==> src/rtl/mul_inner_acc.sv <==
// mul_inner_acc: unary rate-coded multiplier PE cell with random forwarding and a windowed ones counter.
module mul_inner_acc #(
    parameter int WIDTH = 8,
    parameter int LENW  = WIDTH
) (
    input  logic             clk,
    input  logic             rst,
    input  logic             i_start,
    input  logic             i_mode,
    input  logic [LENW-1:0]  i_len,
    input  logic [WIDTH-2:0] i_data_w,
    input  logic             i_en,
    input  logic             i_bit_i,
    input  logic [WIDTH-2:0] i_randW,
    output logic [WIDTH-2:0] o_randW,
    output logic             o_bit,
    output logic             o_busy,
    output logic             o_done,
    output logic [LENW-1:0]  o_acc
);
    typedef enum logic [1:0] {IDLE, RUN, DONE} state_t;
    state_t           state_q;
    logic [WIDTH-2:0] w_q, rand_q;
    logic             mode_q;
    logic [LENW-1:0]  len_q, cnt_q, acc_q, cnt_d, acc_d;
    logic             bit_w, accept;
    // weight bit compares against the forwarded (registered) random number
    assign bit_w   = w_q > rand_q;
    assign o_bit   = (state_q == RUN) && i_en && (mode_q ? ~(i_bit_i ^ bit_w) : (i_bit_i & bit_w));
    assign accept  = i_start && (state_q != RUN);
    assign cnt_d   = cnt_q + 1'b1;
    assign acc_d   = acc_q + {{(LENW-1){1'b0}}, o_bit};
    assign o_randW = rand_q;
    assign o_acc   = acc_q;
    assign o_busy  = state_q == RUN;
    assign o_done  = state_q == DONE;
    always_ff @(posedge clk) begin
        if (rst) begin
            state_q <= IDLE;
            rand_q  <= '0;
            w_q     <= '0;
            mode_q  <= 1'b0;
            len_q   <= '0;
            cnt_q   <= '0;
            acc_q   <= '0;
        end else begin
            rand_q <= i_randW;
            if (accept) begin
                w_q     <= i_data_w;
                mode_q  <= i_mode;
                len_q   <= i_len;
                cnt_q   <= '0;
                acc_q   <= '0;
                state_q <= (i_len == '0) ? DONE : RUN;
            end else if (state_q == RUN && i_en) begin
                acc_q <= acc_d;
                cnt_q <= cnt_d;
                if (cnt_q == len_q - 1'b1) state_q <= DONE;
            end else if (state_q == DONE) begin
                state_q <= IDLE;
            end
        end
    end
endmodule

==> config.mk <==
export PLATFORM = sky130hd
export DESIGN_NAME = mul_inner_acc
export DESIGN_NICKNAME = d
export VERILOG_FILES = /design/src/rtl/mul_inner_acc.sv
export SDC_FILE = /design/constraint.sdc
export NUM_CORES = 1
export LEC_CHECK = 0
export BUFFER_PORTS_ARGS = -buffer_cell sky130_fd_sc_hd__buf_2
export CORE_MARGIN = 1.5
export CORE_UTILIZATION = 57
export DETAILED_ROUTE_END_ITERATION = 8
export PLACE_DENSITY = 0.84
export SETUP_SLACK_MARGIN = 0.02
export SYNTH_ARGS = -nofsm -noshare
export SYNTH_HDL_FRONTEND = slang
export SYNTH_SLANG_ARGS = --single-unit
==> constraint.sdc <==
create_clock -name clk -period 5.2 [get_ports clk]
set_input_delay 0.78 -clock clk [delete_from_list [all_inputs] [get_ports clk]]
set_output_delay 0.78 -clock clk [all_outputs]
set_load 0.1 [all_outputs]
==> reports/qor.yml <==
worst_setup_path:
  reg2reg_from: "o_randW[4]"
  crit_family: "compound AO/OA/AOI/OAI gates"
  rr_worst_depth: 15
  path_cells: "inv_1 -> ha_1 -> a21oi_1 -> nor2b_1 -> o21ai_0 -> o21ai_0 -> o22a_1 -> ha_1 -> a211oi_2 -> buf_2"
  crit_slowest_cell: "buf_2"
  crit_cells: 10
  required_ps: 4420
  rr_endpoint: "o_acc[7]"
  critical_path.endpoint: "o_bit"
  worst-path-buf-inv: 2
  slowest_delay_ps: 470
  r2r_setup_slack_ps: 2420
  worst-path-max-fanout: 2
  crit_type: "register to output port"
  end_kind: "output port"
  cp-start-kind: "register"
  startpoint: "o_randW[4]"
  worstPathArrival_ps: 2640
power:
  ir_drop_uv: 190
  power.leakage_nw: 1.03
  power.density_mw_per_mm2: 309
sta:
  rsz0062_at_grt: "no"
  period_needed_ps: 3420
  setup_viol: 0
  skew_ps: 2.48
  worstMarginPinSlew_ps: 676
  hold_viol: 0
  slew_headroom: 0.549
  timing.fmax_ghz: 0.292
  holdWs_ps: 473
  fin_crit_sh: 0.659
  fin_setup_tns_ps: 0
  slew_viol_final: 0
logic_synthesis:
  synthesis.area_mm2: 0.00199
  netlist.area_leader.share: 0.412
  ys_warn_count: 0
  synth_ff_type: "dfxtp_1"
  synth_area_leaders: "dfxtp_1, nand2_1, ha_1"
  ys_async_sr_fraction: 0
  ys_seq_area_frac: 0.412
  ys_seq_elements: 41
  syn_area_per_cell_um2: 8.23
  synth-edff-count: 0
  syn_nets: 282
  yosys-top-cells-count: "nand2_1, dfxtp_1, a21oi_1"
  syn_inst: 242
  synthDistinctLibCells: 34
  yosys.area.top_type: "dfxtp_1"
  yosysMostFrequentCell: "nand2_1"
finish:
  regArea_um2: 821
  n_antenna_cell: 0
  drive_gt1_frac: 0.211
  multiInputGateArea_mm2: 0.00109
  final_util: 0.702
  syn2layout_area_growth_pct: 17.5
  fill_cells: 288
  fin_nets: 323
drt:
  drc: 0
  drtIter0Drc: 95
  wl_per_cell_um: 12.0
  viasPerCell: 5.34
  drt_pass1_iterations: 4
  ant_nets: 0
  routed_wl_um: 3960
  route.vias.total: 1763
clock_tree:
  clk_pin_slew_worst_paths_ps: 120
  root_buffer: "clkbuf_4"
  cts_sinks: 41
  htree_levels: 2
  ctsResizeCount: 0
  insertion_delay_ps: 360
  cts_setup_buffers: 0
  cts_hold_buffers: 0
  ctsLongestPathBuffers: 2
  cts_tree: "done"
  cts_buffers: 5
floorplanning:
  initial_utilization: 0.597
  rows: 21
  core_mm2: 0.00334
  die_h_um: 62.1
  die_x_um: 62.1
  die_area_mm2: 0.00386
  num_io_pins: 46
global_route:
  grt_pass1_vias: 1686
  grt_pass1_wl_um: 6960
  antenna_found_initial: 0
  grt.overflow.total: 0
  grt_usage: 0.225
  grt_max_degree: 28
placed_design:
  portBuffers: 45
  hpwl_um: 2930
  gp_congestion: 0.825
outcome:
  status: "complete, no violations"
worst_hold_path:
  holdPathStages: 2
  hold_class: "register to register"
run:
  drv_cap: 0
## report_power, final
group / internal [mW] / switching [mW] / total (mW) / leakage (nW)
Clock: 0.149 / 0.106 / 0.255 / 0.0552
Sequential: 0.327 / 0.0123 / 0.340 / 0.335
Combinational: 0.0450 / 0.0849 / 0.130 / 0.639
Total: 0.521 / 0.204 / 0.724 / 1.03
## logic make-up after synthesis
group	Yosys count	share of synthesized area
AND/OR/NAND/NOR	108	0.260
adder cells (fa/ha/maj)	12	0.0754
flip-flops	41	0.412
AO/OA/AOI/OAI	38	0.119
XOR/XNOR	21	0.0923
buffers and inverters	22	0.0415
## cell type report
type / instances / share of cell area
clock buffers: 5 / 0.0160
clock inverters: 3 / 0.0278
inverters: 11 / 0.0176
multi-input cells: 179 / 0.467
flip-flops and latches: 41 / 0.351
well taps: 46 / 0.0246
repair buffers: 45 / 0.0962
## metal layers
metal	share of wire	vias up	wire length [um]	GRT usage
met5	0	-	0	0
met1	0.44	825	1740	0.242
met3	0.045	8	178	0.0580
li1	-	898	-	-
met2	0.50	32	1970	0.418
met4	0.015	0	60	0.0861
## flip-flops by register name, summed over array words and instances, names as in the netlist
name	count
mode_q	1
len_q	8
o_randW	7
state_q	2
o_acc	8
w_q	7
cnt_q	8
## stage by stage
stage          std cells  setup slack (ps)  total power [mW]  area (um^2)
3_3_place_gp         322              2180             0.473         2240
6_report             330              1780             0.724         2340
3_5_place_dp         322              2180             0.476         2240
5_1_grt              330              1580             0.758         2340
2_1_floorplan        242               564             0.447         2000
4_1_cts              330              1760             0.729         2340
## how the worst min path moves through the flow
stage / from / to / slack, ps
after floorplan: w_q[0] / w_q[0] / 440
after global placement: w_q[0] / w_q[0] / 440
after detailed placement: w_q[4] / w_q[4] / 460
after CTS: w_q[4] / w_q[4] / 470
after global routing: w_q[6] / w_q[6] / 500
final: w_q[4] / w_q[4] / 470
## tightest hold or removal path: stages, from the launching register on
cell and delay (ps):
dfxtp_1 330, nand2_1 50, a21oi_1 50
## cell usage in the layout (no fill, tap or decap), types with 2 or more instances in the layout
cell type and count:
nor2b_1 9, nand4_1 7, xnor2_1 6, bufinv_16 2, a21oi_1 23, and2_1 3, nand2_1 45, clkbuf_4 5
dfxtp_1 41, ha_1 12, nor4_1 6, xor2_1 15, or3_1 2, o21ai_0 5, nand2b_1 3, nand3_1 6
buf_2 45, nand3b_1 2, and3_1 2, inv_1 11, nor2_1 19
Note: power is estimated with default switching activity, not from simulation.
